==> src/rtl/dram_arb_pkg.sv <==
// Shared types and constants for the DRAM port arbiter.
//   arb_state_t : arbiter FSM states
//   side_t      : grant-side encoding, also the bit index into the grant vector
//   DMA_SEL     : byte enables driven for every DMA beat (full word)
//   ADDR_STRIDE : byte increment between consecutive DMA beats
package dram_arb_pkg;

    typedef enum logic [1:0] {
        ST_IDLE    = 2'd0,
        ST_CPU     = 2'd1,
        ST_DMA     = 2'd2,
        ST_RELEASE = 2'd3
    } arb_state_t;

    typedef enum logic {
        SIDE_CPU = 1'b0,
        SIDE_DMA = 1'b1
    } side_t;

    localparam logic [3:0] DMA_SEL     = 4'hF;
    localparam int         ADDR_STRIDE = 4;

endpackage

==> src/rtl/rr_arbiter2.sv <==
// Two-requester round-robin arbiter.
//   gclk, grst_n : clock, synchronous active-low reset (pointer -> CPU side)
//   req[1:0]     : request vector, index = side_t
//   update_en    : when high and a grant is issued, the pointer moves to the
//                  side that did not win
//   gnt[1:0]     : one-hot grant, combinational from req and pointer
module rr_arbiter2
    import dram_arb_pkg::*;
(
    input  logic       gclk,
    input  logic       grst_n,
    input  logic [1:0] req,
    input  logic       update_en,
    output logic [1:0] gnt
);

    logic ptr;

    always_comb begin
        gnt = 2'b00;
        if (req == 2'b11)
            gnt[ptr] = 1'b1;
        else
            gnt = req;
    end

    // After any grant the loser (or idle side) gets priority next time.
    always_ff @(posedge gclk) begin
        if (!grst_n)
            ptr <= SIDE_CPU;
        else if (update_en && gnt != 2'b00)
            ptr <= ~gnt[SIDE_DMA];
    end

endmodule

==> src/rtl/dram_port_arbiter.sv <==
// Shares the user DRAM wishbone port between the CPU (single-beat classic)
// and the DMA engine (incrementing bursts, locked until done).
//   wb_clk_i, wb_rst_i : clock, synchronous active-low reset
//   cpu_*              : CPU wishbone slave side (request in, ack/data out)
//   dma_*              : DMA burst request in; grant, per-beat ack/data and
//                        end-of-burst done pulse out
//   mem_*              : wishbone master toward the DRAM
module dram_port_arbiter
    import dram_arb_pkg::*;
#(
    parameter int DATA_WIDTH = 32,
    parameter int ADDR_WIDTH = 32,
    parameter int LEN_WIDTH  = 8
) (
    input  logic                  wb_clk_i,
    input  logic                  wb_rst_i,
    input  logic                  cpu_cyc_i,
    input  logic                  cpu_stb_i,
    input  logic                  cpu_we_i,
    input  logic [3:0]            cpu_sel_i,
    input  logic [ADDR_WIDTH-1:0] cpu_adr_i,
    input  logic [DATA_WIDTH-1:0] cpu_dat_i,
    output logic                  cpu_ack_o,
    output logic [DATA_WIDTH-1:0] cpu_dat_o,
    input  logic                  dma_req_i,
    input  logic                  dma_we_i,
    input  logic [ADDR_WIDTH-1:0] dma_adr_i,
    input  logic [LEN_WIDTH-1:0]  dma_len_i,
    input  logic [DATA_WIDTH-1:0] dma_dat_i,
    output logic                  dma_gnt_o,
    output logic                  dma_ack_o,
    output logic [DATA_WIDTH-1:0] dma_dat_o,
    output logic                  dma_done_o,
    output logic                  mem_cyc_o,
    output logic                  mem_stb_o,
    output logic                  mem_we_o,
    output logic [3:0]            mem_sel_o,
    output logic [ADDR_WIDTH-1:0] mem_adr_o,
    output logic [DATA_WIDTH-1:0] mem_dat_o,
    output logic                  mem_burst_o,
    input  logic                  mem_ack_i,
    input  logic [DATA_WIDTH-1:0] mem_dat_i
);

    arb_state_t            state;
    logic [1:0]            req;
    logic [1:0]            gnt;
    logic                  cpu_we_q;
    logic [3:0]            cpu_sel_q;
    logic [ADDR_WIDTH-1:0] cpu_adr_q;
    logic [DATA_WIDTH-1:0] cpu_dat_q;
    logic                  dma_we_q;
    logic [ADDR_WIDTH-1:0] dma_adr_q;
    logic [LEN_WIDTH-1:0]  dma_len_q;
    logic [LEN_WIDTH-1:0]  beat_q;
    logic                  in_cpu;
    logic                  in_dma;
    logic                  dma_active;
    logic [ADDR_WIDTH-1:0] beat_off;

    assign req[SIDE_CPU] = cpu_cyc_i & cpu_stb_i;
    assign req[SIDE_DMA] = dma_req_i;

    // Arbitration only happens from IDLE; RELEASE deliberately ignores requests.
    rr_arbiter2 u_rr (
        .gclk      (wb_clk_i),
        .grst_n    (wb_rst_i),
        .req       (req),
        .update_en (state == ST_IDLE),
        .gnt       (gnt)
    );

    always_ff @(posedge wb_clk_i) begin
        if (!wb_rst_i) begin
            state      <= ST_IDLE;
            cpu_we_q   <= 1'b0;
            cpu_sel_q  <= '0;
            cpu_adr_q  <= '0;
            cpu_dat_q  <= '0;
            dma_we_q   <= 1'b0;
            dma_adr_q  <= '0;
            dma_len_q  <= '0;
            beat_q     <= '0;
            dma_done_o <= 1'b0;
        end else begin
            dma_done_o <= 1'b0;
            unique case (state)
                ST_IDLE: begin
                    if (gnt[SIDE_CPU]) begin
                        cpu_we_q  <= cpu_we_i;
                        cpu_sel_q <= cpu_sel_i;
                        cpu_adr_q <= cpu_adr_i;
                        cpu_dat_q <= cpu_dat_i;
                        state     <= ST_CPU;
                    end else if (gnt[SIDE_DMA]) begin
                        dma_we_q  <= dma_we_i;
                        dma_adr_q <= dma_adr_i;
                        dma_len_q <= dma_len_i;
                        beat_q    <= '0;
                        state     <= ST_DMA;
                    end
                end
                ST_CPU: begin
                    if (mem_ack_i)
                        state <= ST_RELEASE;
                end
                ST_DMA: begin
                    // A zero-length burst holds the grant for one cycle only.
                    if (dma_len_q == '0) begin
                        dma_done_o <= 1'b1;
                        state      <= ST_RELEASE;
                    end else if (mem_ack_i) begin
                        if (beat_q == dma_len_q - LEN_WIDTH'(1)) begin
                            dma_done_o <= 1'b1;
                            state      <= ST_RELEASE;
                        end else begin
                            beat_q <= beat_q + LEN_WIDTH'(1);
                        end
                    end
                end
                ST_RELEASE: state <= ST_IDLE;
                default:    state <= ST_IDLE;
            endcase
        end
    end

    assign in_cpu     = (state == ST_CPU);
    assign in_dma     = (state == ST_DMA);
    assign dma_active = in_dma && (dma_len_q != '0);
    // Address wraps naturally at the ADDR_WIDTH boundary.
    assign beat_off   = ADDR_WIDTH'(beat_q) * ADDR_WIDTH'(ADDR_STRIDE);

    assign mem_cyc_o   = in_cpu | dma_active;
    assign mem_stb_o   = in_cpu | dma_active;
    assign mem_we_o    = in_cpu ? cpu_we_q : (dma_active & dma_we_q);
    assign mem_sel_o   = in_cpu ? cpu_sel_q : (dma_active ? DMA_SEL : 4'h0);
    assign mem_adr_o   = in_cpu ? cpu_adr_q : (dma_active ? dma_adr_q + beat_off : '0);
    assign mem_dat_o   = in_cpu ? cpu_dat_q : (dma_active ? dma_dat_i : '0);
    assign mem_burst_o = in_dma;

    assign cpu_ack_o = in_cpu & mem_ack_i;
    assign cpu_dat_o = in_cpu ? mem_dat_i : '0;
    assign dma_gnt_o = in_dma;
    assign dma_ack_o = dma_active & mem_ack_i;
    assign dma_dat_o = dma_active ? mem_dat_i : '0;

endmodule
==> config.mk <==
export PLATFORM = sky130hd
export DESIGN_NAME = dram_port_arbiter
export DESIGN_NICKNAME = d
export VERILOG_FILES = /design/src/rtl/dram_arb_pkg.sv /design/src/rtl/rr_arbiter2.sv /design/src/rtl/dram_port_arbiter.sv
export SDC_FILE = /design/constraint.sdc
export NUM_CORES = 1
export LEC_CHECK = 0
export ABC_AREA = 1
export CAP_MARGIN = 25
export CORE_MARGIN = 4
export CORE_UTILIZATION = 40
export DETAILED_ROUTE_END_ITERATION = 6
export PLACE_DENSITY = 0.82
export SYNTH_ARGS = -nofsm -noshare
export SYNTH_HDL_FRONTEND = slang
export SYNTH_SLANG_ARGS = --single-unit
==> constraint.sdc <==
create_clock -name wb_clk_i -period 3.05 [get_ports wb_clk_i]
set_input_delay 0.61 -clock wb_clk_i [delete_from_list [all_inputs] [get_ports wb_clk_i]]
set_output_delay 0.61 -clock wb_clk_i [all_outputs]
set_load 0.05 [all_outputs]
After elaboration in Yosys (flattened, before gate mapping). Cells that the tools add are included.

Bits in registers: 122. Word-level logic and storage cells: 78. Bits of input ports: 180. Output and inout bits: 140.

$add $sub $neg: 3. Mux-type cells: 28. Equal/unequal tests: 14. Magnitude comparators: 2. Bitwise logic cells: 7. Reduce and logical (&&, ||, !) cells: 13.

Operators with widths (count): two-way mux 32 bit (6); two-way mux 8 bit (5); adder 32 x 10 -> 32 bit (1); case mux 8 bit (2 select lines) (1); two-way mux 2 bit (7); != test 2 bit, second input constant (6); adder 8 x 1 -> 8 bit, second input constant (1); == test 8 bit (1); zero test 8 bit (1); two-way mux 4 bit (2); case mux 2 bit (4 select lines) (1); nonzero test 8 bit (1); subtractor 8 x 1 -> 8 bit, second input constant (1); == test 2 bit, second input constant (3); AND reduction 6 bit (1); two-way mux 1 bit (5); AND 1 bit (4); AND reduction 2 bit (2); AND reduction 4 bit (1); nonzero test 2 bit (2); logical AND 1 bit (3); != test 3 x 1 -> 1 bit, second input constant (1); != test 3 x 2 -> 1 bit, second input constant (1); != test 3 bit, second input constant (1); 8 further kinds (9).

Depth between registers and ports, before layout.
Depth after elaboration: 8. Depth in mapped cells: 15. Depth with buffers taken out: 15.

Hierarchy. A second synthesis with hierarchy kept.

Cells, all modules: 1102. Area, all modules: 7038.0 um2.

By module, submodules not included: dram_port_arbiter (cells each 1093, area each 6974.2 um2, sequential area each 2422.3 um2, times used 1); rr_arbiter2 (cells each 9, area each 63.8 um2, sequential area each 20.0 um2, times used 1).

Worst setup path before layout. No wires, ideal clock.

Kind: reg2out. Start: register beat_q[0]. End: output port mem_adr_o[18]. Path slack: -0.332 ns. Cell stages (with the launch flop): 11. Path buffers: 0. Arrival: 2.772 ns. Data required time: 2.440 ns. Cell sequence: dfxtp_1 > ha_1 > inv_1 > fa_1 > o21ai_2 > nand2_1 > nand2_2 > nand3_4 > inv_1 > a21oi_1 > o21ai_0.

Word-level cells in the longest chain between the ends: 3.

RTL lines: start, declared (RTL line dram_port_arbiter.sv:55) `logic [LEN_WIDTH-1:0] beat_q;`; start signal, assigned (RTL line dram_port_arbiter.sv:117) `beat_q <= beat_q + LEN_WIDTH'(1);`; adder 32 x 10 -> 32 bit (RTL line dram_port_arbiter.sv:137) `assign mem_adr_o = in_cpu ? cpu_adr_q : (dma_active ? dma_adr_q + beat_off : '0);`; two-way mux 32 bit (2 in series) (RTL line dram_port_arbiter.sv:137); end, declared (RTL line dram_port_arbiter.sv:38) `output logic [ADDR_WIDTH-1:0] mem_adr_o,`.

No other way between the ends.

Final worst setup path.
Start: register dma_adr_q[2]. End: output port mem_adr_o[16].

Word-level cells in the longest chain between the ends: 3.

RTL lines: start, declared (RTL line dram_port_arbiter.sv:53) `logic [ADDR_WIDTH-1:0] dma_adr_q;`; start signal, assigned (RTL line dram_port_arbiter.sv:97) `dma_adr_q <= dma_adr_i;`; adder 32 x 10 -> 32 bit (RTL line dram_port_arbiter.sv:137); two-way mux 32 bit (2 in series) (RTL line dram_port_arbiter.sv:137).

No other way between the ends.

==> flow_metrics.py <==
metrics = {
    "clock_tree": {
        "number_of_hold_buffers_added_after_cts": 0,
        "clkSlewWorstSetupHoldPaths_ps": 50,
        "cts-root-buf": "sky130_fd_sc_hd__clkbuf_16",
        "tritoncts": "done",
        "cts_num_sinks": 122,
        "clk_path_buf_depth": 2,
        "clk-insertion-delay-late_ps": 420,
        "cts_htree_levels": 4,
        "cts_inserted_buffers": 17,
    },
    "detailed_routing": {
        "route.detailed.vias_per_inst": 5.11,
        "route.detailed.wl_per_inst_um": 17.0,
        "detail_route.first_pass.iterations": 5,
        "dr.first_iter.drc_count": 439,
        "met2_wirelength_mm": 14.5,
        "route.final.wire_length_mm": 28.5,
        "ant_nets": 0,
        "drcViolationCount": 0,
        "top_layer_used": "met5",
        "drt-met1-wl_mm": 10.1,
        "num_vias": 8544,
        "wl_met3_mm": 2.85,
    },
    "placement": {
        "dpl.cell_count": 1629,
        "buffer_ports.inserted": 319,
        "finalWeightedCongestion": 0.888,
        "hpwl_mm": 21.3,
        "dpl-instance-area_mm2": 0.0111,
    },
    "setup_path": {
        "path_delay_family": "compound AO/OA/AOI/OAI gates",
        "crit_chain": "ha_4 > inv_2 > fa_2 > o21ai_2 > nand2_1 > nand2_2 > nand3_4 > nor2_4 > o21ai_1 > o21ai_2 > buf_12",
        "worst_setup_path_end_kind": "primary output",
        "timing.critical_path.arrival_ps": 2470,
        "crit_type": "flop to primary output",
        "cpMostUsedCell": "sky130_fd_sc_hd__o21ai_2",
        "critical_path.slowest_cell": "sky130_fd_sc_hd__dfxtp_2",
        "critical_path_buffers_and_inverters": 2,
        "cp_data_required_time_ps": 2440,
        "slowest_delay_ps": 350,
        "cp_max_fo": 5,
        "critical_path_source_type": "flop",
    },
    "final_layout": {
        "area_growth_pct": 70.8,
        "final-seq-area_mm2": 0.00246,
        "layout.cells.non_filler": 1673,
        "multiInputGateArea_mm2": 0.00398,
        "most-common-layout-cells": "199 x sky130_fd_sc_hd__clkdlybuf4s50_1, 180 x sky130_fd_sc_hd__inv_1, 177 x sky130_fd_sc_hd__nand2_1",
        "drive_above_1_share_pct": 20.7,
        "fin_util_pct": 70.1,
        "n_fill_cell": 1396,
        "final_common_cell": "sky130_fd_sc_hd__clkdlybuf4s50_1",
        "final_area_mm2": 0.0122,
        "num-nets-final": 1629,
    },
    "status": {
        "status": "finished with violations",
        "violations": "setup timing",
    },
    "sta": {
        "setup_viol_count_final": 3,
        "worst_hold_slack_ps": 446,
        "grt_setup_unrepaired": "yes",
        "timing.slew.headroom_pct": 53.5,
        "final_hold_viol_count": 0,
        "clock_skew_ps": 9.49,
        "post-route-period-util_pct": 101,
        "fin_ws_ps": -29.7,
        "layout_min_cycle_time_ps": 3080,
        "worst-slew-pin-transition_ps": 697,
        "fmax_mhz": 325,
        "slew_violations": 0,
    },
    "global_routing": {
        "wire_length_of_the_first_global_routing_pass_mm": 42.4,
        "grt_overflow": 0,
        "grt_max_degree": 57,
        "grtUsageTotal_pct": 26.6,
        "first_global_vias": 8281,
        "number_of_antenna_violations_at_the_first_check_in_global_routing": 2,
    },
    "synthesis": {
        "synth.avg_cell_area_um2": 6.40,
        "ys.warnings.count": 0,
        "syn-num-nets": 1313,
        "synth_area_mm2": 0.00715,
        "synth.area.top_cells": "sky130_fd_sc_hd__dfxtp_1 34%, sky130_fd_sc_hd__o21ai_0 11%, sky130_fd_sc_hd__nand2_1 9.7%, sky130_fd_sc_hd__inv_1 9.7%, sky130_fd_sc_hd__a21oi_1 7.7%",
        "postSynthRegisterBits": 122,
        "synth-seq-area-share_pct": 34.2,
        "synth_top_area_cell": "sky130_fd_sc_hd__dfxtp_1",
        "synth_top_area_share_pct": 34.2,
        "synth_cells": 1118,
        "synth.distinct_cells": 37,
    },
    "die": {
        "num_rows": 48,
        "io_pins": 320,
        "dieArea_mm2": 0.0201,
        "die_width_um": 142,
        "die_height_um": 142,
        "effective_utilization_at_floorplan_pct": 41.1,
        "area_of_the_core_region_mm2": 0.0174,
    },
    "power_and_ir_drop": {
        "switch_share_pct": 47.6,
        "p_int_w": 0.00569,
        "power_frac_seq_pct": 19.6,
        "comb_power_share_pct": 61.1,
        "leakage_dissipation_nw": 5.24,
        "peakVddDrop_mv": 0.500,
        "power.clock.fraction_pct": 19.3,
        "power.density_cell_area_mw_per_mm2": 888,
        "p_sw_w": 0.00516,
    },
    "hold_path": {
        "min_path_type": "flop to flop",
    },
    "job": {
        "maxCapViolations": 0,
    },
}
metal layers:
layer	vias to the layer above	GRT usage, %
met1	3883	27.9
met3	62	9.10
met2	406	48.9
li1	4191	-
met5	-	0
met4	2	9.55
cell families (layout without fill, tap and decap cells):
group,after synthesis,count (layout),synth area share (%)
AND/OR/NAND/NOR,405,405,25.3
AO/OA/AOI/OAI,309,309,22.1
buffers and inverters,254,583,14.0
flip-flops,122,122,34.2
adder cells (fa/ha/maj),15,15,2.73
XOR/XNOR,13,13,1.70
other,0,1,0
power groups by stage:
stage               clock, W  combinational [W]  sequential (W)
finish               0.00209            0.00663         0.00213
global route         0.00217            0.00702         0.00215
CTS                  0.00211            0.00646         0.00211
detailed placement         0            0.00631         0.00213
global placement           0            0.00624         0.00212
floorplan                  0            0.00384         0.00209
cell type report:
class,instances,area share (%)
clock buffers,20,3.82
well taps,225,2.30
repair buffers,357,33.9
inverters,194,6.07
diodes,1,0.0205
multi-input cells,742,32.6
clock inverters,12,1.20
flip-flops and latches,122,20.1
sequential cells by signal, summed over array words and instances, names as in the netlist:
register,flops
beat_q,8
cpu_adr_q,32
cpu_dat_q,32
cpu_sel_q,4
cpu_we_q,1
dma_adr_q,32
dma_done_o,1
dma_len_q,8
dma_we_q,1
state,2
u_rr.ptr,1
worst min-delay path, cell delays in order (launching register included):
cell and delay [ps]:
sky130_fd_sc_hd__dfxtp_1 290, sky130_fd_sc_hd__inv_1 60, sky130_fd_sc_hd__a21oi_1 50
synth_stat cells, drive strengths merged:
| cell | number |
|---|---|
| nor4 | 5 |
| ha | 14 |
| nand4 | 8 |
| a211oi | 1 |
| o22ai | 10 |
| nor2 | 131 |
| o21ai | 184 |
| xor2 | 6 |
| buf | 20 |
| dfxtp | 122 |
| o21a | 1 |
| nand2 | 197 |
| a21oi | 112 |
| nor3 | 9 |
| fa | 1 |
| a32oi | 1 |
| nor3b | 3 |
| inv | 194 |
| xnor2 | 7 |
| nand3 | 52 |
| clkbuf | 40 |
what timing repair did:
action,in CTS,in global routing
gates resized for setup,44,50
buffers inserted,4,5
setup endpoints to repair,34,78
pin swaps,8,13
gates cloned,1,2
metrics by stage:
stage / setup WS [ps] / TNS (ps) / power (W)
global placement: 205 / 0 / 0.00836
global route: -152 / -1320 / 0.0113
detailed placement: 173 / 0 / 0.00844
finish: -29.7 / -57.6 / 0.0108
floorplan: 17.3 / 0 / 0.00593
CTS: -91.3 / -1610 / 0.0107
final timing paths:
check               start       endpoint  slack (ps)  cells after the start
max reg2reg      state[1]   dma_adr_q[1]         750                      8
min          cpu_sel_q[2]   cpu_sel_q[2]         450                      2
min reg2reg  cpu_sel_q[2]   cpu_sel_q[2]         450                      2
max          dma_adr_q[2]  mem_adr_o[16]         -30                     11
Note: power is estimated with default switching activity, not from simulation.
